File: config.mk
export PLATFORM = sky130hd
export DESIGN_NAME = ahb5_to_apb4_bridge
export DESIGN_NICKNAME = d
export VERILOG_FILES = /design/src/rtl/ahb5_to_apb4_bridge.sv
export SDC_FILE = /design/constraint.sdc
export NUM_CORES = 1
export LEC_CHECK = 0
export CORE_MARGIN = 2
export CORE_UTILIZATION = 40
export DETAILED_ROUTE_END_ITERATION = 10
export MAX_ROUTING_LAYER = met4
export PLACE_DENSITY = 0.8
export SYNTH_ARGS = -nofsm -noshare
export SYNTH_HDL_FRONTEND = slang
export SYNTH_SLANG_ARGS = --single-unit
File: constraint.sdc
create_clock -name HCLK -period 2.1 [get_ports HCLK]
set_input_delay 0.21 -clock HCLK [delete_from_list [all_inputs] [get_ports HCLK]]
set_output_delay 0.21 -clock HCLK [all_outputs]
set_load 0.1 [all_outputs]
File: src/rtl/ahb5_to_apb4_bridge.sv
// AHB5 slave to APB4 master bridge.
// Each accepted single AHB transfer is registered and then replayed on APB as a SETUP/ACCESS
// pair. The AHB data phase is stretched (HREADYOUT low) until the APB access completes.
// APB errors and illegal transfers return a two-cycle AHB ERROR response.
//
// Ports:
//   HCLK, HRESETn            clock, asynchronous active-low reset
//   HSEL..HREADY             AHB5 slave address/data-phase inputs
//   HREADYOUT, HRESP, HRDATA AHB5 slave response
//   PADDR..PPROT             APB4 master request (all registered)
//   PREADY, PSLVERR, PRDATA  APB4 completion inputs
module ahb5_to_apb4_bridge #(
  parameter int unsigned ADDR_W = 32
) (
  input  logic              HCLK,
  input  logic              HRESETn,
  input  logic              HSEL,
  input  logic [ADDR_W-1:0] HADDR,
  input  logic [1:0]        HTRANS,
  input  logic              HWRITE,
  input  logic [2:0]        HSIZE,
  input  logic [3:0]        HPROT,
  input  logic              HNONSEC,
  input  logic [31:0]       HWDATA,
  input  logic              HREADY,
  output logic              HREADYOUT,
  output logic              HRESP,
  output logic [31:0]       HRDATA,
  output logic [ADDR_W-1:0] PADDR,
  output logic              PSEL,
  output logic              PENABLE,
  output logic              PWRITE,
  output logic [31:0]       PWDATA,
  output logic [3:0]        PSTRB,
  output logic [2:0]        PPROT,
  input  logic              PREADY,
  input  logic              PSLVERR,
  input  logic [31:0]       PRDATA
);

  typedef enum logic [2:0] {
    StIdle,
    StWdata,
    StSetup,
    StAccess,
    StErr1,
    StErr2
  } state_e;

  state_e     r_state;
  state_e     w_state_d;
  logic       w_accept;
  logic       w_illegal;
  logic [3:0] w_strb;
  logic       w_unused;

  // HPROT[3:2] (cacheable/bufferable) have no APB4 equivalent.
  assign w_unused = ^HPROT[3:2];

  // New transfers are only sampled in the two states that present HREADYOUT=1.
  assign w_accept = HSEL && HREADY && (HTRANS == 2'b10 || HTRANS == 2'b11) &&
                    (r_state == StIdle || r_state == StErr2);

  // Sizes above a word, or addresses not aligned to the size, are rejected.
  always_comb begin
    case (HSIZE)
      3'd0:    w_illegal = 1'b0;
      3'd1:    w_illegal = HADDR[0];
      3'd2:    w_illegal = |HADDR[1:0];
      default: w_illegal = 1'b1;
    endcase
  end

  always_comb begin
    w_strb = 4'b0000;
    if (HWRITE) begin
      case (HSIZE)
        3'd0:    w_strb = 4'b0001 << HADDR[1:0];
        3'd1:    w_strb = 4'b0011 << {HADDR[1], 1'b0};
        default: w_strb = 4'b1111;
      endcase
    end
  end

  always_comb begin
    w_state_d = r_state;
    unique case (r_state)
      StIdle, StErr2: begin
        if (!w_accept)     w_state_d = StIdle;
        else if (w_illegal) w_state_d = StErr1;
        else if (HWRITE)   w_state_d = StWdata;
        else               w_state_d = StSetup;
      end
      StWdata:  w_state_d = StSetup;
      StSetup:  w_state_d = StAccess;
      StAccess: if (PREADY) w_state_d = PSLVERR ? StErr1 : StIdle;
      StErr1:   w_state_d = StErr2;
      default:  w_state_d = StIdle;
    endcase
  end

  // Handshake outputs are registered from the next state so they line up with r_state.
  always_ff @(posedge HCLK or negedge HRESETn) begin
    if (!HRESETn) begin
      r_state   <= StIdle;
      HREADYOUT <= 1'b1;
      HRESP     <= 1'b0;
      HRDATA    <= '0;
      PADDR     <= '0;
      PSEL      <= 1'b0;
      PENABLE   <= 1'b0;
      PWRITE    <= 1'b0;
      PWDATA    <= '0;
      PSTRB     <= '0;
      PPROT     <= '0;
    end else begin
      r_state   <= w_state_d;
      HREADYOUT <= (w_state_d == StIdle) || (w_state_d == StErr2);
      HRESP     <= (w_state_d == StErr1) || (w_state_d == StErr2);
      PSEL      <= (w_state_d == StSetup) || (w_state_d == StAccess);
      PENABLE   <= (w_state_d == StAccess);
      // Illegal transfers never reach APB, so the APB request keeps its previous value.
      if (w_accept && !w_illegal) begin
        PADDR  <= HADDR;
        PWRITE <= HWRITE;
        PSTRB  <= w_strb;
        PPROT  <= {~HPROT[0], HNONSEC, HPROT[1]};
      end
      if (r_state == StWdata) begin
        PWDATA <= HWDATA;
      end
      if (r_state == StAccess && PREADY && !PSLVERR && !PWRITE) begin
        HRDATA <= PRDATA;
      end
    end
  end

endmodule

==> impl_metrics.env <==
export IMPL_outcome="finished, final reports clean"
export IMPL_initial_core_util=0.413
export IMPL_wirelength_um=10200
export IMPL_nFillCells=794
export IMPL_crit_type="reg -> reg"
export IMPL_final_cell_mix="114 x buf_4, 110 x dfrtp_1, 108 x clkdlybuf4s50_1, 100 x mux2_2, 11 x clkbuf_8"
export IMPL_grt_pass1_vias=3244
export IMPL_rsz0062_at_grt="no"
export IMPL_synth_fp_nets=380
export IMPL_numCtsBuffers=9
export IMPL_vias_per_cell=4.77
export IMPL_coreArea_um2=10300
export IMPL_crit_slowest_cell="dfrtp_1"
export IMPL_dp_hpwl_um=7850
export IMPL_start_kind="flip-flop"
export IMPL_fin_crit_ps=1910
export IMPL_ctsHoldBuffers=1
export IMPL_drt_iter0_drc=114
export IMPL_yosys_warnings=0
export IMPL_cp_arrival_ps=2150
export IMPL_max_slew_margin=0.725
export IMPL_yosysSeqAreaShare=0.651
export IMPL_drt_pass1_iter_count=4
export IMPL_tightest_slew_ps=412
export IMPL_cts_resized=0
export IMPL_finalCritPeriodShare=0.908
export IMPL_grt_pass1_wl_um=15800
export IMPL_finClkSkew_ps=17.7
export IMPL_crit_family="simple AND/OR/NAND/NOR gates"
export IMPL_grt_start_max_net_pins=60
export IMPL_cp_cell_sequence="xnor2_1, nand4_2, nor3_4, buf_12, mux2_2"
export IMPL_synthToLayoutAreaGrowth_pct=53.3
export IMPL_die_y_um=107
export IMPL_clock_path_buffers=2
export IMPL_netlist_instances=267
export IMPL_worst_path_largest_cell_delay_ps=470
export IMPL_clock_latency_ps=370
export IMPL_drc=0
export IMPL_end_kind="flip-flop"
export IMPL_place_congestion=0.818
export IMPL_clkTransAtPathRegs_ps=110
export IMPL_wl_per_cell_um=16.1
export IMPL_final_common_cell="buf_4"
export IMPL_layout_drive_gt1_share=0.473
export IMPL_timing_fmax_mhz=525
export IMPL_rows=37
export IMPL_report_final_slew_viol_count=0
export IMPL_cap_violations=0
export IMPL_yosys_cell_types_count=26
export IMPL_track_usage=0.180
export IMPL_avgSynthCellArea_um2=16.0
export IMPL_finalHoldViolCount=0
export IMPL_setup_viol=0
export IMPL_overflow=0
export IMPL_vias=3017
export IMPL_fin_setup_tns_ps=0
export IMPL_netlist_top_cells_area="dfrtp_1 65%, mux2_2 26%, buf_6 1.1%"
export IMPL_port_buffers=217
export IMPL_postCtsSetupBuffers=0
export IMPL_min_path_type="in -> async"
export IMPL_final_nets=605
export IMPL_die_w_um=107
export IMPL_worst_endpoint_required_ps=2350
export IMPL_synth_seq_cells=111
export IMPL_ios=221
export IMPL_dieArea_um2=11500
export IMPL_htreeDepth=3
export IMPL_cts_tree="yes"
export IMPL_antenna_found_initial=0
export IMPL_crit_buf_inv=1
export IMPL_drtAntennaViolNets=0
export IMPL_clock_sinks=111
export IMPL_path_max_fanout=32
export IMPL_syn_area_um2=4270
export IMPL_netlist_area_leader_share=0.645
export IMPL_cts_root_buf="clkbuf_8"
export IMPL_synth_largest_area_cell="dfrtp_1"
export IMPL_antenna_cells=0
## through the flow
stage	std cells	util	instance area (um2)	setup WS [ps]	hold WS, ps
finish	633	0.634	6540	194	291
global route	633	0.634	6540	88.0	294
CTS	633	0.634	6540	166	276
detailed placement	616	0.614	6340	44.1	132
global placement	616	0.614	6340	94.4	123
floorplan	267	-	4270	269	-85.6
## logic make-up (layout without fill, tap and decap cells)
| kind of cell | after synthesis | after routing | synth area share |
|---|---|---|---|
| compound gates | 15 | 15 | 0.0217 |
| mux | 104 | 104 | 0.274 |
| buf+inv | 16 | 246 | 0.0232 |
| simple gates | 20 | 20 | 0.0282 |
| flops | 111 | 111 | 0.651 |
| xor+xnor | 1 | 1 | 0.00205 |
## worst paths after layout
path | start | end | slack, ps | cells past startpoint
min in group HCLK | HPROT[0] | PPROT[2] | 400 | 2
hold / removal | HRESETn | PADDR[3] | 290 | 2
setup / recovery | r_state[0] | PADDR[22] | 190 | 5
max in group asynchronous | HRESETn | PADDR[9] | 1110 | 3
setup reg to reg | r_state[0] | PADDR[22] | 190 | 5
hold reg to reg | PADDR[24] | PADDR[24] | 510 | 1
## cell usage after synthesis
master / count
inv_1: 5
mux2i_1: 3
nand2b_1: 1
a22o_1: 2
nor2b_1: 2
nand3_1: 1
nor3_1: 1
buf_2: 6
clkbuf_2: 1
nor3b_2: 1
nand2_1: 4
a221o_1: 1
nor3_4: 1
xnor2_1: 1
dfrtp_1: 110
a21boi_0: 1
mux2_2: 100
nor2_1: 7
buf_6: 4
mux2_1: 1
o21ai_0: 6
dfstp_2: 1
nand4_2: 1
a21oi_1: 4
nand4b_1: 1
a22oi_1: 1
## flip-flops by register name (all words and copies together) (netlist names)
| signal | flops |
|---|---|
| HRDATA | 32 |
| PADDR | 32 |
| PWDATA | 32 |
| PSTRB | 4 |
| PPROT | 3 |
| r_state | 3 |
| HREADYOUT | 1 |
| HRESP | 1 |
| PENABLE | 1 |
| PSEL | 1 |
| PWRITE | 1 |
## per-layer routing
layer / GRT usage / share of wire / vias to the layer above
li1: - / - / 1389
met1: 0.208 / 0.40 / 1466
met2: 0.309 / 0.50 / 142
met3: 0.0387 / 0.072 / 20
met4: 0.0668 / 0.021 / 0
met5: - / 0 / -
## final cells by class
class / instances / area, um2 / share of cell area
clock inverters: 4 / 37.5 / 0.00574
clock buffers: 12 / 155 / 0.0237
repair buffers: 225 / 1990 / 0.304
inverters: 5 / 18.8 / 0.00287
flip-flops and latches: 111 / 2780 / 0.425
multi-input cells: 140 / 1400 / 0.213
well taps: 136 / 170 / 0.0260
Power is not shown: default switching activity piles up to over one toggle a cycle in this logic, so the estimate is an artifact.
